`config.mk`:
```
export PLATFORM = sky130hd
export DESIGN_NAME = spm_ctrl
export DESIGN_NICKNAME = d
export VERILOG_FILES = /design/src/rtl/spm_ctrl_pkg.sv /design/src/rtl/spm_ctrl.sv
export SDC_FILE = /design/constraint.sdc
export NUM_CORES = 1
export LEC_CHECK = 0
export ABC_CLOCK_PERIOD_IN_PS = 5700
export CORE_ASPECT_RATIO = 0.6
export CORE_MARGIN = 2
export CORE_UTILIZATION = 50
export DETAILED_ROUTE_END_ITERATION = 10
export PLACE_DENSITY = 0.78
export SETUP_SLACK_MARGIN = 0.4
export SLEW_MARGIN = 20
export SYNTH_ARGS = -nofsm -noshare
export SYNTH_HDL_FRONTEND = slang
export SYNTH_SLANG_ARGS = --single-unit
```
`constraint.sdc`:
```
create_clock -name clk -period 5.7 [get_ports clk]
set_input_delay 1.14 -clock clk [delete_from_list [all_inputs] [get_ports clk]]
set_output_delay 1.14 -clock clk [all_outputs]
set_load 0.005 [all_outputs]
```
`src/rtl/spm_ctrl_pkg.sv`:
```
// Shared types for the serial/parallel multiplier sequencer.
package spm_ctrl_pkg;

  localparam int SPM_N = 8;

  typedef enum logic [1:0] {
    IDLE = 2'd0,
    CLR  = 2'd1,
    RUN  = 2'd2,
    DONE = 2'd3
  } state_t;

endpackage

```
`src/rtl/spm_ctrl.sv`:
```
// Sequencer for the serial/parallel multiplier: loads operands, streams y LSB-first,
// deserialises the product bit-stream and hands the 2N-bit product to a consumer.
module spm_ctrl
  import spm_ctrl_pkg::*;
#(
  parameter int N     = SPM_N,
  parameter int P_LAT = 0
) (
  input  logic             clk,
  input  logic             rst_n,
  input  logic             op_valid,
  output logic             op_ready,
  input  logic [N-1:0]     op_x,
  input  logic [N-1:0]     op_y,
  output logic             res_valid,
  input  logic             res_ready,
  output logic [2*N-1:0]   res_p,
  output logic             busy,
  output logic             spm_rst,
  output logic [N-1:0]     spm_x,
  output logic             spm_y,
  input  logic             spm_p
);

  localparam int RUN_LEN = 2 * N + P_LAT;
  localparam int CW      = $clog2(RUN_LEN + 1);

  state_t          state;
  logic [N-1:0]    yreg;
  logic [2*N-1:0]  preg;
  logic [2*N-1:0]  preg_nxt;
  logic [CW-1:0]   cnt;
  logic            last;
  logic            cap;

  assign preg_nxt = {spm_p, preg[2*N-1:1]};
  assign last     = (cnt == CW'(RUN_LEN - 1));

  // Product bits only become meaningful once the spm pipeline has filled.
  generate
    if (P_LAT == 0) begin : g_cap_always
      assign cap = 1'b1;
    end else begin : g_cap_delayed
      assign cap = (cnt >= CW'(P_LAT));
    end
  endgenerate

  always_ff @(posedge clk or negedge rst_n) begin
    if (!rst_n) begin
      state     <= IDLE;
      op_ready  <= 1'b1;
      res_valid <= 1'b0;
      res_p     <= '0;
      busy      <= 1'b0;
      spm_rst   <= 1'b1;
      spm_x     <= '0;
      spm_y     <= 1'b0;
      yreg      <= '0;
      preg      <= '0;
      cnt       <= '0;
    end else begin
      case (state)
        IDLE: begin
          if (op_valid) begin
            spm_x    <= op_x;
            yreg     <= op_y;
            cnt      <= '0;
            preg     <= '0;
            op_ready <= 1'b0;
            busy     <= 1'b1;
            state    <= CLR;
          end
        end
        CLR: begin
          spm_rst <= 1'b0;
          spm_y   <= yreg[0];
          yreg    <= {1'b0, yreg[N-1:1]};
          state   <= RUN;
        end
        RUN: begin
          cnt <= cnt + 1'b1;
          if (cap) begin
            preg <= preg_nxt;
          end
          if (last) begin
            res_p     <= preg_nxt;
            res_valid <= 1'b1;
            spm_rst   <= 1'b1;
            spm_y     <= 1'b0;
            state     <= DONE;
          end else begin
            // Once y is exhausted the zero fill lets the upper product bits drain out.
            spm_y <= yreg[0];
            yreg  <= {1'b0, yreg[N-1:1]};
          end
        end
        DONE: begin
          if (res_ready) begin
            res_valid <= 1'b0;
            op_ready  <= 1'b1;
            busy      <= 1'b0;
            spm_x     <= '0;
            state     <= IDLE;
          end
        end
        default: begin
          state <= IDLE;
        end
      endcase
    end
  end

endmodule

```
## After elaboration in Yosys (flattened, before gate mapping)

Cells that the tools add are included.

| storage, ports and cells | value |
|---|---|
| flip-flop bits (word level) | 60 |
| bits of input ports | 21 |
| output and inout port bits | 29 |
| logic and storage cells | 58 |

| operators by class | value |
|---|---|
| add/subtract/negate cells | 1 |
| equal/unequal tests | 8 |
| muxes and demuxes | 25 |
| reduce and logical (&&, ||, !) cells | 13 |

Operators with widths:

| kind | count |
|---|---|
| 8-bit two-way mux | 4 |
| 16-bit case mux with 2 select lines | 1 |
| 8-bit case mux with 3 select lines | 1 |
| 16-bit two-way mux | 1 |
| 8-bit case mux with 2 select lines | 1 |
| 3-bit AND reduction | 4 |
| 1-bit case mux with 2 select lines | 5 |
| 5-bit case mux with 2 select lines | 1 |
| 2-bit inequality test (second input constant) | 4 |
| 2-bit case mux with 4 select lines | 1 |
| 2-bit nonzero test | 4 |
| 1-bit two-way mux | 6 |
| 2-bit two-way mux | 3 |
| 2-bit AND reduction | 3 |
| 5-bit by 1-bit adder with 5-bit output (second input constant) | 1 |
| 5-bit by 4-bit == test with 1-bit output (second input constant) | 1 |
| 5-bit two-way mux | 1 |
| 2-bit == test (second input constant) | 2 |
| 3-bit nonzero test | 1 |
| 2-bit by 1-bit == test with 1-bit output (second input constant) | 1 |
| 2-bit zero test | 1 |

## Depth between registers and ports, before layout

Gate-level depths: netlist of the first run.

| logic depth | value |
|---|---|
| depth after elaboration | 3 |
| mapped depth | 7 |
| depth with buffers taken out | 6 |

## Worst setup path after synthesis of the first run

No wires, ideal clock.

| timing | value |
|---|---|
| kind | input to register |
| from | in op_valid |
| to | reg yreg[0] |
| library setup time | 0.125 ns |
| data arrival time | 1.923 ns |
| required time | 5.575 ns |
| slack | 3.652 ns |
| stages on the path | 4 |
| buffers on the path | 1 |
| cell sequence | nand2b_2 -> and3_4 -> buf_6 -> mux2_4 |

| between the ends | value |
|---|---|
| cells in the longest elaborated chain, start to end | 2 |

RTL lines:

| element | line | RTL |
|---|---|---|
| start, declared | spm_ctrl.sv:11 | `input logic op_valid,` |
| 2-bit inequality test (no line) | -- |  |
| 3-bit AND reduction (no line) | -- |  |
| end signal, assigned | spm_ctrl.sv:66 | `yreg <= op_y;` |
| end signal, assigned | spm_ctrl.sv:77 | `yreg <= {1'b0, yreg[N-1:1]};` |
| end signal, assigned | spm_ctrl.sv:94 | `yreg <= {1'b0, yreg[N-1:1]};` |
| end, declared | spm_ctrl.sv:29 | `logic [N-1:0] yreg;` |

No other way between the ends.
A chain may end at the register's enable or synchronous reset.

## Final worst setup path of the first run

| timing | value |
|---|---|
| from | reg spm_rst |
| to | out spm_rst |

RTL lines:

| element | line | RTL |
|---|---|---|
| start, declared | spm_ctrl.sv:19 | `output logic spm_rst,` |
| start signal, assigned | spm_ctrl.sv:55 | `spm_rst <= 1'b1;` |
| start signal, assigned | spm_ctrl.sv:75 | `spm_rst <= 1'b0;` |
| start signal, assigned | spm_ctrl.sv:88 | `spm_rst <= 1'b1;` |

No word-level cell between the ends.

==> results of run 1 <==
## flip-flops by register name, indices dropped and copies added (netlist names)
name / flops
res_p: 16
preg: 15
spm_x: 8
yreg: 8
cnt: 5
state: 2
busy: 1
op_ready: 1
res_valid: 1
spm_rst: 1
spm_y: 1
## synth_stat cells
master / count
a21o_1: 1
a21oi_1: 3
a22o_1: 24
a22oi_1: 1
a2bb2oi_1: 1
and2_1: 2
and3_1: 2
and3_4: 1
buf_2: 5
buf_4: 1
buf_6: 3
dfrtp_1: 57
dfstp_2: 2
ha_1: 5
inv_1: 7
mux2_2: 24
mux2_4: 8
mux2i_1: 2
nand2_1: 8
nand2_4: 1
nand2b_1: 1
nand2b_2: 1
nand3_1: 2
nor2_1: 1
nor2b_1: 1
o211a_1: 1
o211ai_1: 1
o211ai_2: 1
o21ai_0: 4
o41ai_1: 1
or3_1: 1
## cell families (layout without fill, tap and decap cells)
kind of cell / Yosys count / in the layout / synth area share, %
flops: 59 / 59 / 59.8
compound gates: 38 / 38 / 12.5
mux: 34 / 34 / 16.6
simple gates: 21 / 21 / 4.81
buf+inv: 16 / 73 / 3.75
fa+ha+maj: 5 / 5 / 2.53
## power by group through the flow
stage	sequential, mW	clock [mW]	combinational [mW]
final	0.609	0.368	0.563
after global routing	0.623	0.395	0.620
after CTS	0.608	0.378	0.570
after detailed placement	0.610	0	0.566
after global placement	0.606	0	0.535
after floorplan	0.593	0	0.441
## tightest hold or removal path, delay by kind of cell, from the launching register on
| family | cells | cell delay, ns |
|---|---|---|
| buf+inv | 1 | 0.05 |
| flops | 1 | 0.37 |
| compound gates | 1 | 0.06 |
## final timing paths
check,end,startpoint,slack (ns)
setup / recovery,spm_rst,spm_rst,3.20
hold / removal,op_ready,op_ready,0.47
setup reg to reg,yreg[7],cnt[0],3.54
hold reg to reg,op_ready,op_ready,0.47
max in group asynchronous,preg[9],rst_n,4.28
min in group asynchronous,state[0],rst_n,0.94
## per-layer routing
layer	vias up	part of all wire, %	GRT usage [%]
li1	726	-	-
met1	809	46	27.4
met2	53	47	30.3
met3	7	5.9	7.43
met4	0	1.2	6.63
met5	-	0	0
## metrics by stage
stage,hold slack [ns],std cells,setup slack (ns),util (%),instance area (sq um)
floorplan,0.450,173,3.65,-,2470
finish,0.474,293,3.20,68.2,3180
detailed placement,0.468,278,3.04,64.0,2980
global placement,0.454,278,3.14,64.0,2980
global route,0.496,293,3.16,68.2,3180
CTS,0.478,293,3.18,68.2,3180
## final cells by class
type                    count  area (sq um)
repair buffers             51           500
well taps                  63          78.8
flip-flops and latches     59          1480
clock inverters             5          53.8
fillers                   349          1480
inverters                   7          26.3
multi-input cells          98           900
clock buffers              10           138
==> flow_summary.ini, run 1 <==
[outcome]
status = finished clean

[pwr]
clock_power_share_pct = 23.9
pwr-share-seq_pct = 39.5
power_leakage_nw = 1.51
total_power_mw = 1.54
powerDensity_mw_per_mm2 = 485
p_switching_mw = 0.489
swShare_pct = 31.8
vdd_drop_max_v = 0.000419
p_int_mw = 1.05
combinationalPowerShare_pct = 36.6

[grt]
gr-total-overflow = 0
grt_pass1_vias = 1649
antenna_found_initial = 0
grt_start_max_net_pins = 60
grt_pass1_wl_mm = 8.11
grt_usage_pct = 20.1

[synth]
syn_area_sq_mm = 0.00247
syn-num-nets = 199
ys_seq_elements = 59
netlist-cell-type-count = 31
yosysSeqAreaShare_pct = 59.8
synth_top_area_share_pct = 57.7
syn_inst = 173
yosys_warnings = 0
synth_top_area_cell = dfrtp_1
syn_area_per_cell_sq_um = 14.3
synth.area.top_cells = dfrtp_1, mux2_2, a22o_1, mux2_4, ha_1

[timing]
fin_skew_ns = 0.00915
hold_viol = 0
grt_setup_unrepaired = no
fin_setup_tns_ns = 0
period_share_pct = 43.8
drv_slew = 0
relSlewSlack_pct = 52.1
tightest_slew_ns = 0.718
fin_crit_ns = 2.50
fmax_mhz = 400
setup_viol = 0

[setup_path]
crit_buf_inv = 1
cp-end-kind = primary output
crit_slowest_cell = dfstp_2
crit_path_max_incr_delay_ns = 0.53
r2r_cells = 6
path_cells = clkdlybuf4s50_1
cp_num_cells = 1
worstPathMaxFanout = 2
cp-start-kind = flop
cp_top_family = flip-flops
critPathArrivalTime_ns = 1.36
cp_data_required_time_ns = 4.56
critPathKind = flop to primary output

[cells_and_area]
syn_to_final_growth_pct = 28.5
n_antenna_cell = 0
layout_commonest_cell = dfrtp_1
nNetsFinal = 252
drive_above_1_share_pct = 24.3
final_cell_mix = dfrtp_1, clkdlybuf4s50_1, a22o_1, mux2_2, clkbuf_8

[floorplanning]
start_util_pct = 53.0
die_w_um = 94.8
std_cell_rows = 19
die-area_sq_mm = 0.00554
io_pins = 50
die_y_um = 58.5
core_area_sq_mm = 0.00466

[detailed_routing]
first_pass_iters = 4
vias_per_cell = 5.44
drc = 0
avgRoutedWirePerCell_um = 16.3
drtIter0Drc = 66
vias = 1595
routed_wl_mm = 4.78
ant_nets = 0

[clock_network]
cts_max_level = 3
cts_hold_buf = 0
worstSkewPairLatency_ns = 0.33
cts.repair.resized = 0
postCtsSetupRepairBufs = 0
cts_made_buffers = 9
cts.clk_slew.worst_paths_ns = 0.06
clkSinkCount = 59
cts_tree = built
clock_tree.buffer_depth = 2
root_buffer = clkbuf_8

[placed_design]
portBuffers = 49
place_congestion = 0.750
dp_hpwl_mm = 3.17

[hold_path]
hold_depth = 2
hp-class = flop to flop

[run]
cap_violations = 0
No activity file was read; power rests on OpenSTA's default activity.
==> run 2: changes to the inputs <==
Settings changed: ABC_CLOCK_PERIOD_IN_PS 5700 to 2580.
Clock period 5.7 ns to 2.58 ns, I/O delays scaled along.
==> run 2 against run 1 <==
  * Setup slack got worse by 2.6 ns
  * Non-clock buffer count rose by 2
  * Core utilization rose by 0.54 points
  * Via count rose by 0.56%
  * Clock skew barely moved
  * Sequential cell count did not move
  * Critical endpoint is now res_p[8]
  * Sequential share of layout area fell by 0.36 points
  * Hold slack got worse by 0.17 ns
  * Clock power rose by 130%
  * Final area rose by 0.79%
  * Routed wire length rose by 3.5%
==> flow_summary.ini, run 2 (same netlist as run 1, synthesis figures left out) <==
[outcome]
status = finished clean

[setup_path]
cp_top_family = adder cells
crit_buf_inv = 1
critPathArrivalTime_ns = 2.21
cp-start-kind = flop
path_common_cell = ha_1
cp-end-kind = flop
path_cells = ha_1, and3_1, ha_1, nand2_4, buf_4, mux2_2
critPathKind = flop to flop
crit_slowest_cell = dfrtp_1
worstPathMaxFanout = 17
cp_data_required_time_ns = 2.81
crit_path_max_incr_delay_ns = 0.42

[cells_and_area]
largest-register = res_p
final_core_util_pct = 68.7
final_cell_mix = dfrtp_1, clkdlybuf4s50_1, a22o_1, mux2_2, clkbuf_8
multi_input_area_sq_um = 900
n_fill_cell = 334
register_area_sq_mm = 0.00148
final_cells = 296
reg_top3 = res_p: 16 flops, preg: 15 flops
syn_to_final_growth_pct = 29.5
layout_commonest_cell = dfrtp_1
largest_reg_flops = 16
drive_above_1_share_pct = 25.3
nNetsFinal = 254
n_antenna_cell = 0

[floorplanning]
die-area_sq_mm = 0.00554
die_w_um = 94.8
die_y_um = 58.5
io_pins = 50
start_util_pct = 53.0
core_area_sq_mm = 0.00466
std_cell_rows = 19

[grt]
antenna_found_initial = 0
grt_pass1_vias = 1715
gr-total-overflow = 0
grt_pass1_wl_mm = 8.22
grt_start_max_net_pins = 60
grt_usage_pct = 20.5

[timing]
drv_slew = 0
grt_setup_unrepaired = no
setup_viol = 0
holdWs_ns = 0.304
relSlewSlack_pct = 52.7
tightest_slew_ns = 0.709
hold_viol = 0
fin_setup_tns_ns = 0
period_share_pct = 76.7
fin_crit_ns = 1.98
fin_ws_ns = 0.600
fin_skew_ns = 0.00891
fmax_mhz = 505

[pwr]
powerDensity_mw_per_mm2 = 1080
power_leakage_nw = 1.52
vdd_drop_max_v = 0.000692

[placed_design]
dp_hpwl_mm = 3.29
pre_cts_slack_ns = 0.467
portBuffers = 49
place_inst = 279
place_congestion = 0.779

[clock_network]
cts.clk_slew.worst_paths_ns = 0.07
cts_max_level = 3
cts_hold_buf = 0
cts.repair.resized = 0
clkSinkCount = 59
cts_tree = built
postCtsSetupRepairBufs = 0
root_buffer = clkbuf_8
clock_tree.buffer_depth = 2
cts_made_buffers = 9
worstSkewPairLatency_ns = 0.35

[detailed_routing]
routed_wl_mm = 4.95
avgRoutedWirePerCell_um = 16.7
vias_per_cell = 5.42
drtIter0Drc = 126
vias = 1604
ant_nets = 0
drc = 0
first_pass_iters = 4

[run]
cap_violations = 0

[hold_path]
hp-class = primary input to async pin
run 2: cell types whose count changed in the layout (fill, tap and decap cells not counted), sizes merged:
cell / before / now
buf: 3 / 5
clkbuf: 10 / 9
clkinvlp: 0 / 1
inv: 7 / 8
run 2: final timing paths:
| kind | from | end | slack [ns] | cells after the start |
|---|---|---|---|---|
| worst max-delay path | cnt[0] | res_p[8] | 0.60 | 6 |
| worst min-delay path | rst_n | yreg[3] | 0.30 | 2 |
| worst max register to register | cnt[0] | res_p[8] | 0.60 | 6 |
| worst min register to register | op_ready | op_ready | 0.47 | 2 |
| max in group asynchronous | rst_n | busy | 1.81 | 2 |
| min in group clk | op_ready | op_ready | 0.47 | 2 |
run 2: power breakdown:
group	switching (mW)	internal, mW	total, mW
sequential	0.177	1.17	1.35
clock	0.389	0.451	0.840
combinational	0.583	0.698	1.28
run 2: final cells by class:
class / count / area share (%)
Sequential cell: 59 / 46.2
Multi-Input combinational cell: 98 / 28.1
Tap cell: 63 / 2.46
Clock inverter: 7 / 2.42
Clock buffer: 9 / 3.87
Inverter: 7 / 0.821
Timing Repair Buffer: 53 / 16.1
run 2: metrics by stage:
step / cell area [sq um] / power, mW
2_1_floorplan: 2470 / 2.29
3_3_place_gp: 2990 / 2.55
3_5_place_dp: 2990 / 2.63
4_1_cts: 3190 / 3.50
5_1_grt: 3200 / 3.67
6_report: 3200 / 3.47
run 2: worst register-to-register path: cells and delay by family, from the launching register on:
kind	cells	cell delay, ns
fa+ha+maj	2	0.52
flops	1	0.42
mux	1	0.38
simple gates	2	0.30
buf+inv	1	0.25
run 2: layer usage:
layer | wire, um | track usage, %
met1 | 2160 | 26.1
met2 | 2440 | 32.1
met3 | 283 | 7.17
met4 | 74 | 9.11
met5 | 0 | 0
